--- config.mk ---
export PLATFORM = sky130hd
export DESIGN_NAME = ifetch_dram_responder
export DESIGN_NICKNAME = d
export VERILOG_FILES = /design/src/rtl/ifetch_pkg.sv /design/src/rtl/ifetch_line_buf.sv /design/src/rtl/ifetch_dram_responder.sv
export SDC_FILE = /design/constraint.sdc
export NUM_CORES = 1
export LEC_CHECK = 0
export ABC_CLOCK_PERIOD_IN_PS = 2500
export CORE_ASPECT_RATIO = 0.6
export CORE_MARGIN = 10
export CORE_UTILIZATION = 36
export DETAILED_ROUTE_END_ITERATION = 12
export DONT_BUFFER_PORTS = 1
export PLACE_DENSITY_LB_ADDON = 0.2
export SETUP_SLACK_MARGIN = 0.4
export SYNTH_ARGS = -nofsm -noshare
export SYNTH_HDL_FRONTEND = slang
export SYNTH_SLANG_ARGS = --single-unit
--- constraint.sdc ---
create_clock -name clk -period 2.5 [get_ports clk]
set_clock_uncertainty 0.2 [all_clocks]
set_input_delay 0.75 -clock clk [delete_from_list [all_inputs] [get_ports clk]]
set_output_delay 0.75 -clock clk [all_outputs]
set_load 0.05 [all_outputs]
--- src/rtl/ifetch_pkg.sv ---
// Shared types and constants for the instruction-fetch DRAM responder.
package ifetch_pkg;

  typedef enum logic [1:0] {
    IDLE  = 2'd0,
    MISS  = 2'd1,
    DRAIN = 2'd2,
    RESP  = 2'd3
  } ifr_state_t;

  localparam int LINE_OFF_W   = 3;
  localparam int WORD_SEL_BIT = 2;

  // Little-endian word pick from a 64-bit line: hi=0 -> [31:0], hi=1 -> [63:32].
  function automatic logic [31:0] sel_word(input logic [63:0] line, input logic hi);
    return hi ? line[63:32] : line[31:0];
  endfunction

endpackage

--- src/rtl/ifetch_line_buf.sv ---
// One-entry, two-instruction line buffer with tag compare and
// invalidate-over-fill priority.
module ifetch_line_buf
  import ifetch_pkg::*;
#(
  parameter int TAG_W = 61
) (
  input  logic             clk,
  input  logic             reset,
  input  logic [TAG_W-1:0] lookup_tag,
  input  logic             word_sel,
  input  logic             fill,
  input  logic [TAG_W-1:0] fill_tag,
  input  logic [63:0]      fill_data,
  input  logic             inv,
  output logic             hit,
  output logic [31:0]      word
);

  logic             lb_valid;
  logic [TAG_W-1:0] lb_tag;
  logic [63:0]      lb_data;

  always_ff @(posedge clk or negedge reset) begin
    if (!reset) begin
      lb_valid <= 1'b0;
      lb_tag   <= '0;
      lb_data  <= '0;
    end else begin
      if (fill) begin
        lb_tag  <= fill_tag;
        lb_data <= fill_data;
      end
      // A fence.i landing on the fill cycle must leave the buffer empty.
      lb_valid <= inv ? 1'b0 : (fill | lb_valid);
    end
  end

  assign hit  = lb_valid && (lb_tag == lookup_tag);
  assign word = sel_word(lb_data, word_sel);

endmodule

--- src/rtl/ifetch_dram_responder.sv ---
// Fetch-side DRAM responder: serves instruction fetches from a one-line
// buffer and refills it from backing memory over a req/ack read port.
module ifetch_dram_responder
  import ifetch_pkg::*;
#(
  parameter int ADDR_W     = 64,
  parameter int LINE_BYTES = 8
) (
  input  logic              clk,
  input  logic              reset,
  input  logic              fetch_req,
  input  logic [ADDR_W-1:0] fetch_addr,
  input  logic              flush,
  input  logic              inv,
  output logic [31:0]       dram_dout,
  output logic              dram_data_ready,
  output logic              fetch_fault,
  output logic              mem_req,
  output logic [ADDR_W-1:0] mem_addr,
  input  logic              mem_ack,
  input  logic [LINE_BYTES*8-1:0] mem_rdata,
  output logic [1:0]        dbg_state
);

  localparam int TAG_W = ADDR_W - LINE_OFF_W;

  ifr_state_t  state;
  logic        req_word_hi;
  logic        ready_q;
  logic        fault_q;
  logic        hit;
  logic [31:0] hit_word;
  logic        fill;
  logic [31:0] fill_word;

  // Memory port handshake: mem_req rises the cycle after a miss is accepted
  // and stays high, with mem_addr frozen, until the single mem_ack cycle
  // that also carries mem_rdata; a raised request is never withdrawn, even
  // on flush, so the line is always consumed and written into the buffer.
  assign fill      = ((state == MISS) || (state == DRAIN)) && mem_ack;
  assign fill_word = sel_word(mem_rdata, req_word_hi);
  assign dbg_state = state;

  ifetch_line_buf #(.TAG_W(TAG_W)) u_line_buf (
    .clk        (clk),
    .reset      (reset),
    .lookup_tag (fetch_addr[ADDR_W-1:LINE_OFF_W]),
    .word_sel   (fetch_addr[WORD_SEL_BIT]),
    .fill       (fill),
    .fill_tag   (mem_addr[ADDR_W-1:LINE_OFF_W]),
    .fill_data  (mem_rdata),
    .inv        (inv),
    .hit        (hit),
    .word       (hit_word)
  );

  always_ff @(posedge clk or negedge reset) begin
    if (!reset) begin
      state       <= IDLE;
      req_word_hi <= 1'b0;
      ready_q     <= 1'b0;
      fault_q     <= 1'b0;
      dram_dout   <= '0;
      mem_req     <= 1'b0;
      mem_addr    <= '0;
    end else begin
      ready_q <= 1'b0;
      fault_q <= 1'b0;
      case (state)
        IDLE: begin
          if (fetch_req && !flush) begin
            req_word_hi <= fetch_addr[WORD_SEL_BIT];
            if (fetch_addr[1:0] != 2'b00) begin
              state     <= RESP;
              ready_q   <= 1'b1;
              fault_q   <= 1'b1;
              dram_dout <= '0;
            end else if (hit) begin
              state     <= RESP;
              ready_q   <= 1'b1;
              dram_dout <= hit_word;
            end else begin
              state    <= MISS;
              mem_req  <= 1'b1;
              mem_addr <= {fetch_addr[ADDR_W-1:LINE_OFF_W], {LINE_OFF_W{1'b0}}};
            end
          end
        end
        MISS: begin
          if (mem_ack) begin
            mem_req   <= 1'b0;
            dram_dout <= fill_word;
            if (flush) begin
              state <= IDLE;
            end else begin
              state   <= RESP;
              ready_q <= 1'b1;
            end
          end else if (flush) begin
            state <= DRAIN;
          end
        end
        DRAIN: begin
          if (mem_ack) begin
            mem_req <= 1'b0;
            state   <= IDLE;
          end
        end
        RESP:    state <= IDLE;
        default: state <= IDLE;
      endcase
    end
  end

  // The pulse itself is registered; a flush arriving in the response cycle
  // still has to kill it, so that one late gate sits on the output.
  assign dram_data_ready = ready_q & ~flush;
  assign fetch_fault     = fault_q & ~flush;

endmodule

==> flow_summary.toml, run 1 <==
[sta]
finalHoldViolCount = 225
hold_ws_ns = -0.2805
rsz0062_at_grt = "true"
layout_min_cycle_time_ns = 2.992
worst_slack_ns = -0.4922
worst_pin_slew_ns = 0.5564
period_share_pct = 119.7
finalSetupViolCount = 96
max_freq_mhz = 334.2
slew_violations = 0
slew_headroom_pct = 62.91

[clocking]
clk_path_buf_depth = 3
clk_pin_slew_worst_paths_ns = 0.06
cts.sinks = 225
h-tree-depth = 1
cts_made_buffers = 24
cts_tree = "done"
cts_root_buffer = "clkbuf_16"
clk_latency_ns = 0.53

[drt]
drt_pass1_iterations = 5
post_drt_wl_per_cell_um = 24.59
route.vias.total = 7595
drc_errors = 0
wl_um = 34320
drtIter0Drc = 488
drtAntennaViolNets = 0
routed_via_density = 5.441

[final_layout]
syn2layout_area_growth_pct = 22.57
final_area_sq_um = 13580
most-common-layout-cells = "169 x mux2_2, 128 x dfrtp_1, 97 x dfrtp_2"
n_antenna_cell = 0
nNetsFinal = 1107
drive_gt1_share_pct = 44.74
layout_commonest_cell = "mux2_2"

[run_status]
violations = "negative hold slack, negative setup slack"
status = "complete, but fails checks"

[hold_path]
hold_class = "primary input to asynchronous set/reset pin"

[setup_path]
crit_fanout = 15
startpoint_type = "flip-flop"
path_delay_family = "simple AND/OR/NAND/NOR gates"
arrival_ns = 3.20
r2r-start = "u_line_buf.lb_tag[7]$_DFFE_PN0P_"
cpPeakStageDelay_ns = 0.56
worst-path-buf-inv = 2
r2r-end = "mem_addr[17]$_DFFE_PN0P_"
reg2regPathDepth = 9
cp_cell_sequence = "xnor2_2 > o221ai_2 > or4_4 > nor4_4 > buf_4 > a41oi_4 > nand3_4 > buf_12 > mux2_2"
crit_required_ns = 2.71
crit_slowest_cell = "or4_4"
r2r_setup_slack_ns = -0.49
worstSetupPathType = "flip-flop to flip-flop"
cp-end-kind = "flip-flop"
crit_start = "u_line_buf.lb_tag[7]$_DFFE_PN0P_"

[placed_design]
post-place-ws_ns = -0.9232
placed_area_sq_um = 11850
portBuffers = 0
place_hpwl_um = 21730
place_congestion = 0.7624

[power_and_ir_drop]
p_per_area_nw_per_um2 = 1513
design_power_total_uw = 20540
cellLeakagePower_uw = 0.005682
ir_worst_vdd_v = 0.0007656

[logic_synthesis]
ys_warn_count = 0
synthDistinctLibCells = 40
ys_seq_elements = 225
synth-edff-count = 0
syn_area_per_cell_sq_um = 11.75
synth_area_sq_um = 11080
synth-seq-area-share_pct = 50.84
synth_flop_cell = "dfrtp_1"
async_flop_share_pct = 100.0
netlist_instances = 943

[floorplanning]
fp-row-count = 49
dieHeight_um = 155.9
io_pins = 235
initial_core_util_pct = 36.72
die_area_sq_um = 38410
fp.dieW_um = 246.4
core_area_sq_um = 30160

[grt]
grt_pass1_vias = 7517
grt_max_degree = 226
antenna_found_initial = 0
grt_remaining_overflow = 0
grt_pass1_wl_um = 49200
grt_usage_pct = 16.21

[flow_run]
maxCapViolations = 0
==> stage by stage <==
stage	util (%)	TNS, ns	std cells
3_5_place_dp	39.28	-80.96	1335
3_3_place_gp	39.28	-80.82	1335
4_1_cts	42.57	-40.24	1379
6_report	45.01	-41.02	1396
5_1_grt	45.01	-53.59	1396
2_1_floorplan	-	-34.82	945
==> report_power, final <==
group          total [uW]  internal (uW)  switching (uW)
Sequential           9930           5630            4300
Combinational        6940           3720            3220
Clock                3670           2140            1530
Total               20500          11500            9050
==> what timing repair did <==
item                                    4_1_cts  5_1_grt
buffers inserted                              0        8
pin swaps                                     1       22
hold endpoints to repair                    225      225
gates cloned                                  0        9
gates resized for setup                     107       86
endpoints found under the setup margin      211      208
==> worst register-to-register path: stages, from the launching register on <==
cell and delay (ns):
dfrtp_1 0.41, xnor2_2 0.16, o221ai_2 0.10, or4_4 0.56, nor4_4 0.33, buf_4 0.18, a41oi_4 0.15, nand3_4 0.22
buf_12 0.21, mux2_2 0.37
==> registers in the layout, summed over array words and instances (netlist names) <==
signal / flops
mem_addr: 61
u_line_buf.lb_tag: 61
req_word_hi: 1
mem_req: 1
dram_dout: 32
u_line_buf.lb_valid: 1
dbg_state: 2
u_line_buf.lb_data: 64
fault_q: 1
ready_q: 1
==> cell type report <==
class | count | area, sq um
timing repair buffer | 62 | 750.7
clock inverter | 5 | 50.05
sequential | 225 | 5752
fill | 2760 | 16590
clock buffer | 39 | 748.2
inverter | 47 | 176.4
tap | 408 | 510.5
multi-input combinational | 610 | 5588
==> cells by family (layout without fill, tap and decap cells) <==
group | count (synthesis) | in the layout | share of synthesized area (%)
adders and majority gates | 3 | 3 | 0.3389
other | 1 | 3 | 0.03386
DFF | 225 | 225 | 50.84
muxes | 253 | 253 | 24.99
AOI/OAI and AO/OA | 119 | 119 | 7.343
buffers and inverters | 112 | 153 | 4.214
and+or+nand+nor | 188 | 190 | 8.925
xor gates and xnor gates | 42 | 42 | 3.321
==> metal layers <==
metal  track usage [%]  part of all wire, %  vias to the layer above
met3             5.215                  7.6                       33
met5                 0                    0                        -
met2             24.06                   44                      202
li1                  -                    -                     3448
met4             3.084                  1.4                        0
met1             22.77                   47                     3912
==> cells in the mapped netlist (31+ instances only) <==
| library cell | number | area (sq um) |
|---|---|---|
| xnor2_1 | 31 | 271.5 |
| inv_1 | 47 | 176.4 |
| nor2b_1 | 49 | 306.5 |
| nor4_1 | 37 | 231.5 |
| dfrtp_1 | 225 | 5630 |
| mux2i_1 | 65 | 650.6 |
| o22ai_1 | 35 | 219.0 |
| a311oi_1 | 32 | 280.3 |
| clkbuf_1 | 44 | 165.2 |
| nor2_1 | 39 | 146.4 |
| nand2_1 | 38 | 142.6 |
| mux2_2 | 188 | 2117 |
| o21ai_0 | 32 | 160.2 |
==> worst max-delay path by stage <==
stage,to,depth (start not counted)
after floorplan,mem_addr[10]$_DFFE_PN0P_,8
after global placement,mem_addr[49]$_DFFE_PN0P_,10
after detailed placement,dram_dout[13]$_DFFE_PN0P_,10
after CTS,mem_addr[54]$_DFFE_PN0P_,9
after global routing,mem_addr[25]$_DFFE_PN0P_,10
final,mem_addr[17]$_DFFE_PN0P_,9
(Power assumes the default switching activity.)
==> inputs of run 2 (changes only) <==
- ABC_CLOCK_PERIOD_IN_PS: 2500 -> 3300
- clock period: 2.5 -> 3.3 ns (I/O delays scaled with it)
==> run 2 against run 1 <==
The flow finishes with violations (negative hold slack). Utilization fell by 3.1 points. Non-clock buffer count fell by 33. Global-route usage is 0.50 points lower. Clock-buffer cell count unchanged. Critical endpoint is now mem_addr[20]$_DFFE_PN0P_.
==> flow_summary.toml, run 2 (synthesis results as in run 1) <==
[run_status]
violations = "negative hold slack"
status = "complete, but fails checks"

[final_layout]
drive_gt1_share_pct = 29.41
nNetsFinal = 1072
nFillCells = 2861
largest-register = "u_line_buf.lb_data"
layout_commonest_cell = "dfrtp_1"
largest_reg_flops = 64
most-common-layout-cells = "224 x dfrtp_1, 180 x mux2_2, 65 x mux2i_1"
top_regs = "u_line_buf.lb_data (64), mem_addr (61), u_line_buf.lb_tag (61)"
syn2layout_area_growth_pct = 14.05
postLayoutCoreUtil_pct = 41.88

[sta]
finalSetupViolCount = 0
slew_violations = 0
hold_ws_ns = -0.04290
rsz0062_at_grt = "true"
period_share_pct = 88.43
worst_pin_slew_ns = 0.6302
slew_headroom_pct = 57.98
max_freq_mhz = 342.7
finalHoldViolCount = 115
layout_min_cycle_time_ns = 2.918

[setup_path]
r2r-start = "u_line_buf.lb_tag[7]$_DFFE_PN0P_"
crit_fanout = 22
worstSetupPathType = "primary input to flip-flop"
r2r_setup_slack_ns = 0.42
crit_end = "mem_addr[20]$_DFFE_PN0P_"
startpoint_type = "primary input"
cp-end-kind = "flip-flop"
crit_required_ns = 3.51
arrival_ns = 3.13
r2r-end = "mem_addr[20]$_DFFE_PN0P_"
reg2regPathDepth = 9
crit_start = "fetch_addr[47]"

[floorplanning]
fp-row-count = 49
io_pins = 235
initial_core_util_pct = 36.72
die_area_sq_um = 38410
dieHeight_um = 155.9
core_area_sq_um = 30160
fp.dieW_um = 246.4

[power_and_ir_drop]
design_power_total_uw = 14720
swShare_pct = 44.32
p_int_uw = 8195
p_comb_share_pct = 30.7
cellLeakagePower_uw = 0.005444
pwr-share-clk_pct = 18.7
p_per_area_nw_per_um2 = 1165
ir_worst_vdd_v = 0.0005111
seq_power_share_pct = 50.6
p_sw_uw = 6524

[drt]
routed_via_density = 5.321
drtAntennaViolNets = 0
drt_pass1_iterations = 5
wl_um = 31250
drc_errors = 0
post_drt_wl_per_cell_um = 22.96
drtIter0Drc = 414
route.vias.total = 7242

[placed_design]
place_congestion = 0.7845
portBuffers = 0
place_hpwl_um = 21720

[clocking]
cts_tree = "done"
cts_made_buffers = 24
cts.sinks = 225
h-tree-depth = 1
cts_setup_buffers = 0
clk_latency_ns = 0.53
clk_pin_slew_worst_paths_ns = 0.06
clk_path_buf_depth = 3
cts_root_buffer = "clkbuf_16"

[grt]
antenna_found_initial = 1
grt_pass1_wl_um = 47380
grt_pass1_vias = 7266
grt_remaining_overflow = 0
grt_max_degree = 226
grt_usage_pct = 15.71

[flow_run]
maxCapViolations = 0

[hold_path]
hold_class = "primary input to asynchronous set/reset pin"
==> run 2: how the worst min path moves through the flow <==
stage,cells past startpoint,end,start
floorplan,2,u_line_buf.lb_valid$_DFF_PN0_,u_line_buf.lb_valid$_DFF_PN0_
global placement,1,u_line_buf.lb_data[37]$_DFFE_PN0P_,u_line_buf.lb_data[37]$_DFFE_PN0P_
detailed placement,1,u_line_buf.lb_data[8]$_DFFE_PN0P_,u_line_buf.lb_data[8]$_DFFE_PN0P_
CTS,0,mem_addr[52]$_DFFE_PN0P_,reset
global route,0,mem_addr[33]$_DFFE_PN0P_,reset
finish,0,u_line_buf.lb_tag[30]$_DFFE_PN0P_,reset
==> run 2: through the flow <==
step / worst slack [ns] / instances / setup TNS [ns] / instance area [sq um]
floorplan: 0.1712 / 945 / 0 / 11160
global placement: -0.2411 / 1317 / -16.08 / 11690
detailed placement: -0.3014 / 1317 / -17.97 / 11690
CTS: 0.3740 / 1360 / 0 / 12520
global route: 0.2813 / 1361 / 0 / 12630
finish: 0.3817 / 1361 / 0 / 12630
==> run 2: layer usage <==
layer | GRT usage (%) | wire (um) | part of all wire (%) | vias up
li1 | - | - | - | 3369
met1 | 22.18 | 14570 | 47 | 3668
met2 | 23.08 | 13540 | 43 | 177
met3 | 5.198 | 2622 | 8.4 | 28
met4 | 2.939 | 519 | 1.7 | 0
met5 | 0 | 0 | 0 | -
==> run 2: area by class of cell <==
type,instances,area (sq um),area share [%]
repair buffers,29,325.3,2.575
well taps,408,510.5,4.041
diodes,1,2.502,0.01981
clock inverters,4,48.80,0.3863
inverters,47,176.4,1.397
multi-input cells,608,5189,41.08
flip-flops and latches,225,5632,44.58
clock buffers,39,748.2,5.923
==> run 2: worst max-delay path, cell delays in order <==
cell     delay (ns)
xnor2_1        0.15
nand4_1        0.19
or4_1          0.46
nor4_2         0.25
buf_4          0.17
a41oi_4        0.17
nand3_4        0.19
buf_12         0.20
mux2_2         0.35
==> run 2: what timing repair did <==
| action | CTS | global route |
|---|---|---|
| endpoints found under the setup margin | 89 | 93 |
| resized for setup | 8 | 20 |
| pin swaps | 1 | 1 |
| endpoints found under the hold margin | 225 | 212 |
==> run 2: power groups by stage <==
stage	sequential, uW	combinational (uW)	clock, uW
floorplan	7010	3590	0
global placement	7510	4380	0
detailed placement	7530	4480	0
CTS	7480	4520	2850
global route	7650	4990	2960
finish	7440	4520	2760
